## src/rtl/prty_gen.sv

```systemverilog
// prty_gen: even-parity generator for wide datapaths.
// Appends one even-parity bit per CELL_WTH-bit cell above the payload,
// through a two-stage valid/ready pipeline. A one-shot error-injection
// facility inverts parity[0] of a single beat so the downstream checker
// can be exercised.
module prty_gen #(
    parameter  int DATA_WTH = 531,
    parameter  int CELL_WTH = 64,
    parameter  int CNT_WTH  = 16,
    localparam int PRTY_WTH = (DATA_WTH + CELL_WTH - 1) / CELL_WTH,
    localparam int OUT_WTH  = DATA_WTH + PRTY_WTH
) (
    input  logic                clks,
    input  logic                rst_n,
    input  logic                in_vld,
    output logic                in_rdy,
    input  logic [DATA_WTH-1:0] in_data,
    input  logic                err_inj,
    output logic                err_inj_pend,
    output logic                out_vld,
    input  logic                out_rdy,
    output logic [OUT_WTH-1:0]  out_data,
    output logic [CNT_WTH-1:0]  inj_cnt
);

    // Payload zero-extended to a whole number of cells, so a short last cell
    // simply XORs in zeros above DATA_WTH.
    localparam int PAD_WTH = PRTY_WTH * CELL_WTH;

    // Even parity of every cell; parity bit i covers cell i.
    function automatic logic [PRTY_WTH-1:0] cell_prty(input logic [DATA_WTH-1:0] data);
        logic [PAD_WTH-1:0]  pad;
        logic [PRTY_WTH-1:0] prty;
        pad  = PAD_WTH'(data);
        prty = {PRTY_WTH{1'b0}};
        for (int i = 0; i < PRTY_WTH; i++) begin
            prty[i] = ^pad[i*CELL_WTH +: CELL_WTH];
        end
        return prty;
    endfunction

    // Stage 1 state
    logic                s1_vld_r;
    logic [DATA_WTH-1:0] s1_data_r;
    logic [PRTY_WTH-1:0] s1_prty_r;
    logic                s1_inj_r;

    // Stage 2 (output) state
    logic                out_vld_r;
    logic [OUT_WTH-1:0]  out_data_r;
    logic                out_inj_r;

    // Injection bookkeeping
    logic                pend_r;
    logic [CNT_WTH-1:0]  inj_cnt_r;

    // Handshake terms
    logic                s2_move_s;
    logic                s1_move_s;
    logic                accept_s;
    logic                inj_s;
    logic [PRTY_WTH-1:0] inj_mask_s;
    logic                cnt_inc_s;

    assign s2_move_s  = out_vld_r && out_rdy;
    // Stage 1 advances when stage 2 is empty or draining this cycle.
    assign s1_move_s  = s1_vld_r && (!out_vld_r || s2_move_s);
    assign in_rdy     = !s1_vld_r || s1_move_s;
    assign accept_s   = in_vld && in_rdy;
    // A pulse coinciding with an accept injects that very beat.
    assign inj_s      = pend_r || err_inj;
    assign inj_mask_s = {{(PRTY_WTH-1){1'b0}}, inj_s};
    assign cnt_inc_s  = s2_move_s && out_inj_r && (inj_cnt_r != {CNT_WTH{1'b1}});

    assign err_inj_pend = pend_r;
    assign out_vld      = out_vld_r;
    assign out_data     = out_data_r;
    assign inj_cnt      = inj_cnt_r;

    // Valid flags for both stages; a stage refills when it is empty or moving.
    always_ff @(posedge clks or negedge rst_n) begin
        if (!rst_n) begin
            s1_vld_r  <= 1'b0;
            out_vld_r <= 1'b0;
        end else begin
            if (accept_s) begin
                s1_vld_r <= 1'b1;
            end else if (s1_move_s) begin
                s1_vld_r <= 1'b0;
            end else begin
                s1_vld_r <= s1_vld_r;
            end

            if (s1_move_s) begin
                out_vld_r <= 1'b1;
            end else if (s2_move_s) begin
                out_vld_r <= 1'b0;
            end else begin
                out_vld_r <= out_vld_r;
            end
        end
    end

    // Datapath registers; contents only matter while the matching valid is set.
    always_ff @(posedge clks) begin
        if (accept_s) begin
            s1_data_r <= in_data;
            s1_prty_r <= cell_prty(in_data) ^ inj_mask_s;
            s1_inj_r  <= inj_s;
        end
        if (s1_move_s) begin
            out_data_r <= {s1_prty_r, s1_data_r};
            out_inj_r  <= s1_inj_r;
        end
    end

    // One-shot injection arm and saturating count of injected beats sent.
    always_ff @(posedge clks or negedge rst_n) begin
        if (!rst_n) begin
            pend_r    <= 1'b0;
            inj_cnt_r <= {CNT_WTH{1'b0}};
        end else begin
            if (accept_s) begin
                pend_r <= 1'b0;
            end else if (err_inj) begin
                pend_r <= 1'b1;
            end else begin
                pend_r <= pend_r;
            end

            if (cnt_inc_s) begin
                inj_cnt_r <= inj_cnt_r + {{(CNT_WTH-1){1'b0}}, 1'b1};
            end else begin
                inj_cnt_r <= inj_cnt_r;
            end
        end
    end

endmodule

```

## config.mk

```make
export PLATFORM = sky130hd
export DESIGN_NAME = prty_gen
export DESIGN_NICKNAME = d
export VERILOG_FILES = /design/src/rtl/prty_gen.sv
export SDC_FILE = /design/constraint.sdc
export NUM_CORES = 1
export LEC_CHECK = 0
export ABC_AREA = 1
export BUFFER_PORTS_ARGS = -buffer_cell sky130_fd_sc_hd__clkbuf_2
export CAP_MARGIN = 5
export CORE_AREA = 2 2 431 433
export CTS_BUF_LIST = sky130_fd_sc_hd__clkbuf_8
export DETAILED_ROUTE_END_ITERATION = 8
export DIE_AREA = 0 0 433 435
export RECOVER_POWER = 25
export SYNTH_ARGS = -nofsm -noshare
export SYNTH_HDL_FRONTEND = slang
export SYNTH_SLANG_ARGS = --single-unit
```

## constraint.sdc

```tcl
create_clock -name clks -period 56.5 [get_ports clks]
set_clock_uncertainty 0.15 [all_clocks]
set_input_delay 5.65 -clock clks [delete_from_list [all_inputs] [get_ports clks]]
set_output_delay 5.65 -clock clks [all_outputs]
set_load 0.005 [all_outputs]
```

Word level (Yosys, flattened, before mapping)
Cells that the tools add are included.
{"block": "word_totals", "output_inout_bits": 559, "ff_bits": 1101}
{"block": "classes", "reduce_logical": 22, "mux": 6, "addsub": 1, "bitwise": 1, "eq_ne": 1}
{"op": "$reduce_xor 64->1", "n": 9}
{"op": "$add 16x1->16 const B", "n": 1}
{"op": "$ne 16x16->1 const B", "n": 1}
{"op": "$xor 9x1->9", "n": 1}
{"op": "$mux 1", "n": 6}
{"op": "$reduce_bool 2->1", "n": 3}
{"op": "$logic_and 1x1->1", "n": 5}
{"op": "$logic_or 1x1->1", "n": 3}
{"op": "$logic_not 1->1", "n": 2}

Logic depth before layout (Yosys ltp)
Gate-level depths: netlist of run 1.
{"block": "depth", "word_depth": 6, "ltp_mapped": 16, "ltp_nobuf": 16}

Worst setup path before layout of run 1
OpenSTA, ideal clock, no wires.
{"block": "synth_timing", "kind": "input -> register", "from": "input out_rdy", "to": "register out_data_r[0] (netlist: out_data[0]) (enable)", "stages": 2, "t_arrival_ns": 31.514, "required_time_ns": 54.722, "slack_ns": 23.209, "setup_time_ns": 1.628, "path_cell_list": "inv_1 -> a21oi_1"}
{"block": "synth_between", "elab_chain_len": 3}
{"item": "start: declaration", "line": "21", "source": "input logic out_rdy,"}
{"item": "$logic_and 1x1->1", "line": "65", "source": "assign s2_move_s = out_vld_r && out_rdy;"}
{"item": "$logic_or 1x1->1", "line": "67", "source": "assign s1_move_s = s1_vld_r && (!out_vld_r || s2_move_s);"}
{"item": "$logic_and 1x1->1", "line": "67"}
{"item": "via s1_move_s", "line": "59", "source": "logic s1_move_s;"}
{"item": "end signal: assignment", "line": "112", "source": "out_data_r <= {s1_prty_r, s1_data_r};"}
{"item": "end: declaration", "line": "50", "source": "logic [OUT_WTH-1:0] out_data_r;"}
The timed path passes the listed nets, and every way through them passes these cells.
A chain may end at the register's enable or synchronous reset.

Final worst setup path of run 1
{"block": "layout_timing", "from": "input out_rdy", "to": "output in_rdy"}
{"block": "layout_between", "elab_chain_len": 4}
{"item": "$logic_and 1x1->1", "line": "65"}
{"item": "$logic_or 1x1->1", "line": "67"}
{"item": "$logic_and 1x1->1", "line": "67"}
{"item": "$logic_or 1x1->1", "line": "68", "source": "assign in_rdy = !s1_vld_r || s1_move_s;"}
{"item": "end: declaration", "line": "16", "source": "output logic in_rdy,"}
Every way passes these cells.

==> metrics.yaml, run 1 <==
r2r_end: "s1_data_r[68]"
grt_busiest_layer: "met2"
fin_crit_sh_pct: 21.87
leakage_nw: 22.10
grt_pass1_wl_mm: 216.9
antenna_found_initial: 112
cpMaxStageDelayCell: "nand3_1"
r2r_cells: 6
min_to: "out_data[81]"
path_depth: 4
drt-pass1-iter-count: 6
hold_start: "s1_data_r[81]"
post-cts-setup-buffer-count: 0
crit_path_start_kind: "input pin"
cp_common_cell: "clkbuf_2"
cts_hold_buf: 0
io_buffer_count: 1094
grtUsageTotal_pct: 17.20
clk_pin_slew_worst_paths_ns: 0.06
max_cap_viol_count: 0
slew_headroom_pct: 22.85
io_pins: 1095
yosysUniqueCellTypes: 24
vias: 26710
path_delay_family: "buffers and inverters"
cp_max_fo: 3
min_path_type: "reg2reg"
clk_latency_ns: 0.95
synth_area_um2: 42030
route.detailed.drc: 0
max_stage_delay_ns: 0.38
path_cells: "clkbuf_2 -> inv_1 -> nand3_1 -> clkbuf_2"
place_congestion: 0.9403
post_cts_resize_count: 0
clock_path_buffers: 3
synth_cells: 2729
die-width_um: 433
use_met3_pct: 4.282
hold_viol: 0
arrival_ns: 6.56
rsz0062_at_grt: "no"
floorplan.initialDensity_pct: 22.84
worst_slew_pin_slew_ns: 1.157
post_synth.cell_area_avg_um2: 15.40
synth_seq_cells: 1101
critical_path.endpoint_type: "output port"
p_per_area_nw_per_um2: 37.11
hold_ws_ns: 0.2458
met2_usage_pct: 27.68
worstReg2RegStart: "out_vld"
vias_per_cell: 4.003
dieHeight_um: 435
crit_buf_inv: 3
grt_pass1_vias: 25280
finalSetupTns_ns: 0
grt_overflow: 0
slew_viol_final: 0
outcome: "completed"
nets: 4566
met1_usage_pct: 22.28
initialDrtViolationCount: 2239
synth.net_count: 3266
rows: 158
critical_path_class: "in2out"
cts_made_buffers: 189
synth_seq_area_share_pct: 78.44
critPathRequiredTime_ns: 50.70
synth_flop_cell: "edfxtp_1"
final_antenna_net_count: 0
dp_cells: 6318
post-dp-hpwl_mm: 135.7
fin_crit_ns: 12.36
hold-path-cell-count: 0
fin_cells: 6674
wl_per_cell_um: 24.94
reg2reg_slack_ns: 51.61
setup_viol: 0
cts-root-buf: "clkbuf_8"
synth_edf_count: 1082
fmax_mhz: 80.91
core_um2: 184000
yosysWarnings: 0
final_common_cell: "edfxtp_1"
tritoncts: "yes"
dieArea_um2: 188400
layout_common_cells: "edfxtp_1 (1,082), clkbuf_2 (945), nand2_1 (893), xnor2_1 (244), inv_1 (200)"
htree_levels: 4
drive_gt1_share_pct: 31.08
vdd_drop_max_uv: 20.53
syn_to_final_growth_pct: 28.90
cts.sinks: 1101
grt_max_degree: 154
async_flop_share_pct: 1.726
wirelength_mm: 166.5
-- layout make-up --
| class | count | area [um^2] |
|---|---|---|
| diodes | 14 | 35.03 |
| clock buffers | 196 | 2698 |
| clock inverters | 146 | 877.1 |
| fillers | 18670 | 129900 |
| inverters | 155 | 589.3 |
| multi-input cells | 1473 | 8492 |
| flip-flops and latches | 1101 | 32970 |
| well taps | 2480 | 3103 |
| repair buffers | 1109 | 5414 |
-- worst register-to-register path, cell delays in order (launching register included) --
cell and delay [ns]:
dfrtp_1 0.50, nand3_1 0.40, nand2_1 0.27, inv_8 0.58
buf_4 0.98, buf_4 0.85, buf_4 0.74
-- metrics by stage --
| step | total power (W) | area, um^2 | util [%] | setup slack (ns) |
|---|---|---|---|---|
| 2_1_floorplan | 0.001235 | 42030 | - | 23.21 |
| 3_3_place_gp | 0.001325 | 50750 | 27.57 | 44.14 |
| 3_5_place_dp | 0.001330 | 50750 | 27.57 | 44.14 |
| 4_1_cts | 0.002040 | 54330 | 29.52 | 44.13 |
| 5_1_grt | 0.002104 | 54170 | 29.43 | 44.09 |
| 6_report | 0.002011 | 54170 | 29.43 | 44.14 |
-- how the worst max path moves through the flow --
stage	startpoint	to	slack, ns
2_1_floorplan	out_rdy	out_data[0]	23.21
3_3_place_gp	out_rdy	in_rdy	44.14
3_5_place_dp	out_rdy	in_rdy	44.14
4_1_cts	out_rdy	in_rdy	44.13
5_1_grt	out_rdy	in_rdy	44.09
6_report	out_rdy	in_rdy	44.14
-- sequential cells by signal, summed over array words and instances, names as in the netlist --
| signal | flops |
|---|---|
| s1_data_r | 531 |
| out_data | 540 |
| s1_inj_r | 1 |
| err_inj_pend | 1 |
| out_inj_r | 1 |
| s1_vld_r | 1 |
| s1_prty_r | 9 |
| out_vld | 1 |
| inj_cnt | 16 |
-- power breakdown --
part | internal (W) | switching (W)
Clock | 0.000353 | 0.000347
Sequential | 0.000994 | 0.0000381
Combinational | 0.0000948 | 0.000184
Total | 0.00144 | 0.000570
-- cell families (layout without fill, tap and decap cells) --
| family | count (synthesis) | after routing | share of synthesized area, % |
|---|---|---|---|
| adder cells (fa/ha/maj) | 1 | 1 | 0.02977 |
| XOR/XNOR | 464 | 464 | 10.67 |
| buffers and inverters | 155 | 1606 | 1.384 |
| AND/OR/NAND/NOR | 1004 | 1004 | 9.431 |
| AO/OA/AOI/OAI | 4 | 4 | 0.04761 |
| other | 0 | 14 | 0 |
| flip-flops | 1101 | 1101 | 78.44 |
-- per-layer routing --
| layer | part of all wire (%) | vias up |
|---|---|---|
| li1 | - | 12020 |
| met3 | 7.4 | 375 |
| met5 | 0.041 | - |
| met1 | 42 | 13080 |
| met4 | 3.7 | 12 |
| met2 | 47 | 1223 |
-- cell usage after synthesis, types with 2 or more instances --
cell type  number  area [um^2]
dfrtp_1        19        475.5
edfxtp_1     1082        32490
inv_1         140        525.5
inv_2          15        56.30
nand2_1       893         3352
nand2_2        16        100.1
nand2_4         3        33.78
nand3_1        59        295.3
nand4_1         2        12.51
nor2_1         18        67.56
nor2_4          3        33.78
nor3_1          5        25.02
o21ai_0         3        15.01
xnor2_1       244         2137
xnor2_2        42        683.2
xor2_1        164         1436
xor2_2         14        227.7
No activity file was read; power rests on OpenSTA's default activity.
==> run 2, diff against run 1 <==
- ABC_AREA: 1 -> 0
- CORE_AREA: 2 2 431 433 -> 2 2 422 424
- DIE_AREA: 0 0 433 435 -> 0 0 424 426
- clock period: 56.5 -> 12.6 ns (I/O delays scaled with it)
==> run 2 against run 1 <==
  * Synthesized area fell by 9.7%
  * Clock power rose to 4.5 times the previous value
  * Largest cell class unchanged
  * Via count fell by 26%
  * Sequential share of layout area rose by 5.6 points
  * Critical path type is now in2reg
  * Sequential cell count did not move
  * Critical path depth rose by 2
  * Sequential power rose to 4.4 times the previous value
  * Wire length fell by 33%
  * Synthesized cell count fell by 38%
  * Highest routed layer unchanged
==> metrics.yaml, run 2 <==
cts.sinks: 1101
initialDrtViolationCount: 1170
post_synth.cell_area_avg_um2: 22.53
critPathRequiredTime_ns: 13.01
place_congestion: 0.9375
wirelength_mm: 111.8
synth.top_cell.area_share_pct: 85.64
largest_reg_flops: 540
async_flop_share_pct: 1.726
switching_share_pct: 25.51
route.detailed.drc: 0
dp_cells: 5130
vdd_drop_max_uv: 96.46
slew_viol_final: 0
clkPwrFrac_pct: 35.9
rsz0062_at_grt: "no"
grtUsageTotal_pct: 11.83
final_common_cell: "edfxtp_1"
synth.net_count: 2221
grt_overflow: 0
yosysUniqueCellTypes: 23
p_int_w: 0.006475
p_sw_w: 0.002218
yosysMostFrequentCell: "edfxtp_1"
antenna_found_initial: 17
grt_max_degree: 160
finalSetupTns_ns: 0
cts_made_buffers: 190
synth_cells: 1684
p_per_area_nw_per_um2: 175.3
post-dp-hpwl_mm: 86.15
die-width_um: 424
grt_busiest_layer: "met2"
clk_latency_ns: 0.95
arrival_ns: 4.37
yosys-top-cells-count: "edfxtp_1 (1,082), xnor2_1 (472), xor2_1 (63)"
syn_to_final_growth_pct: 30.74
r2r_end: "s1_data_r[171]"
leakage_nw: 17.31
cp_max_fo: 149
crit_path_start_kind: "input pin"
power_frac_comb_pct: 12.3
fin_crit_sh_pct: 31.48
yosys.area.top_type: "edfxtp_1"
critical_path.endpoint_type: "register"
synth_top_family_by_area: "XOR/XNOR gates"
outcome: "completed"
yosys.area_share.simple_pct: 0.5739
vias: 19840
clock_path_buffers: 3
layout_common_cells: "edfxtp_1 (1,082), clkbuf_2 (626), xnor2_1 (472), clkbuf_1 (468), clkbuf_8 (190)"
worstReg2RegStart: "out_vld"
use_met3_pct: 4.258
yosysWarnings: 0
floorplan.initialDensity_pct: 21.59
synth_xor_area_share_pct: 12.41
tritoncts: "yes"
cts_hold_buf: 0
core_um2: 175700
vias_per_cell: 3.615
fmax_mhz: 252.1
cts-root-buf: "clkbuf_8"
nets: 3519
setup_viol: 0
met1_usage_pct: 11.84
met2_usage_pct: 21.67
fin_cells: 5488
fin_crit_ns: 3.967
final_antenna_net_count: 0
synth_compound_area_share_pct: 0.06596
synth_edf_count: 1082
clk_pin_slew_worst_paths_ns: 0.06
grt_pass1_vias: 20400
p_seq_share_pct: 51.7
reg2reg_slack_ns: 8.69
rows: 154
max_cap_viol_count: 0
min_path_type: "in2async"
synthAdderAreaFrac_pct: 0.03298
dieHeight_um: 426
synth_flop_cell: "edfxtp_1"
slew_headroom_pct: 29.46
r2r_cells: 5
post_cts_resize_count: 0
io_buffer_count: 1094
hold_viol: 0
synth_seq_area_share_pct: 86.90
synth_area_um2: 37940
worst_slew_pin_slew_ns: 1.058
htree_levels: 4
wl_per_cell_um: 20.36
critical_path_class: "in2reg"
synth_seq_cells: 1101
io_pins: 1095
grt_pass1_wl_mm: 149.7
synthMuxAreaShare_pct: 0
synth.area.top_cells: "edfxtp_1 (86%), xnor2_1 (11%), xor2_1 (1.5%)"
dieArea_um2: 180600
drt-pass1-iter-count: 5
drive_gt1_share_pct: 27.98
post-cts-setup-buffer-count: 0
[run 2: worst max path at each step]
| stage | startpoint | end | slack, ns | cells after the start |
|---|---|---|---|---|
| 2_1_floorplan | out_rdy | s1_data_r[0] | 3.95 | 2 |
| 3_3_place_gp | out_rdy | s1_data_r[171] | 7.88 | 6 |
| 3_5_place_dp | out_rdy | s1_data_r[188] | 7.78 | 6 |
| 4_1_cts | out_vld | s1_data_r[429] | 8.77 | 5 |
| 5_1_grt | out_vld | s1_data_r[152] | 8.53 | 5 |
| 6_report | out_rdy | s1_data_r[171] | 8.63 | 6 |
[run 2: layer usage]
metal,part of all wire (%),routed length [um]
met4,3.7,4137
met1,34,38160
met2,54,60170
met3,8.3,9266
met5,0.021,23
[run 2: power groups by stage]
| stage | combinational [W] | clock (W) | sequential (W) |
|---|---|---|---|
| floorplan | 0.000588 | 0 | 0.00462 |
| global placement | 0.00113 | 0 | 0.00457 |
| detailed placement | 0.00114 | 0 | 0.00458 |
| CTS | 0.00114 | 0.00324 | 0.00450 |
| global route | 0.00118 | 0.00340 | 0.00452 |
| finish | 0.00107 | 0.00312 | 0.00450 |
[run 2: cell families after synthesis]
group | after synthesis
fa+ha+maj | 1
buf+inv | 2
simple gates | 41
compound gates | 3
flops | 1101
xor+xnor | 536
[run 2: cell type report]
| class | count | area [um^2] |
|---|---|---|
| Multi-Input combinational cell | 581 | 4969 |
| Sequential cell | 1101 | 32970 |
| Clock buffer | 190 | 2615 |
| Clock inverter | 158 | 1049 |
| Fill cell | 17910 | 126100 |
| Timing Repair Buffer | 1106 | 5042 |
| Inverter | 2 | 7.507 |
| Tap cell | 2340 | 2928 |
| Antenna cell | 10 | 25.02 |
[run 2: worst max-delay path: stages]
cell	delay, ns
clkbuf_2	0.10
nand3b_1	0.15
and2_4	0.17
buf_12	0.49
buf_4	0.79
buf_4	0.89
[run 2: per-stage QoR]
step                cell area, um^2  utilization (%)  total power, W  worst slack [ns]  hold slack (ns)
floorplan                     37940                -        0.005206             3.952           0.2503
global placement              46500            26.46        0.005692             7.878           0.2501
detailed placement            46500            26.46        0.005712             7.779           0.2545
CTS                           50160            28.55        0.008885             8.770         0.006410
global route                  49600            28.23        0.009101             8.526          0.05992
finish                        49600            28.23        0.008693             8.633           0.1614
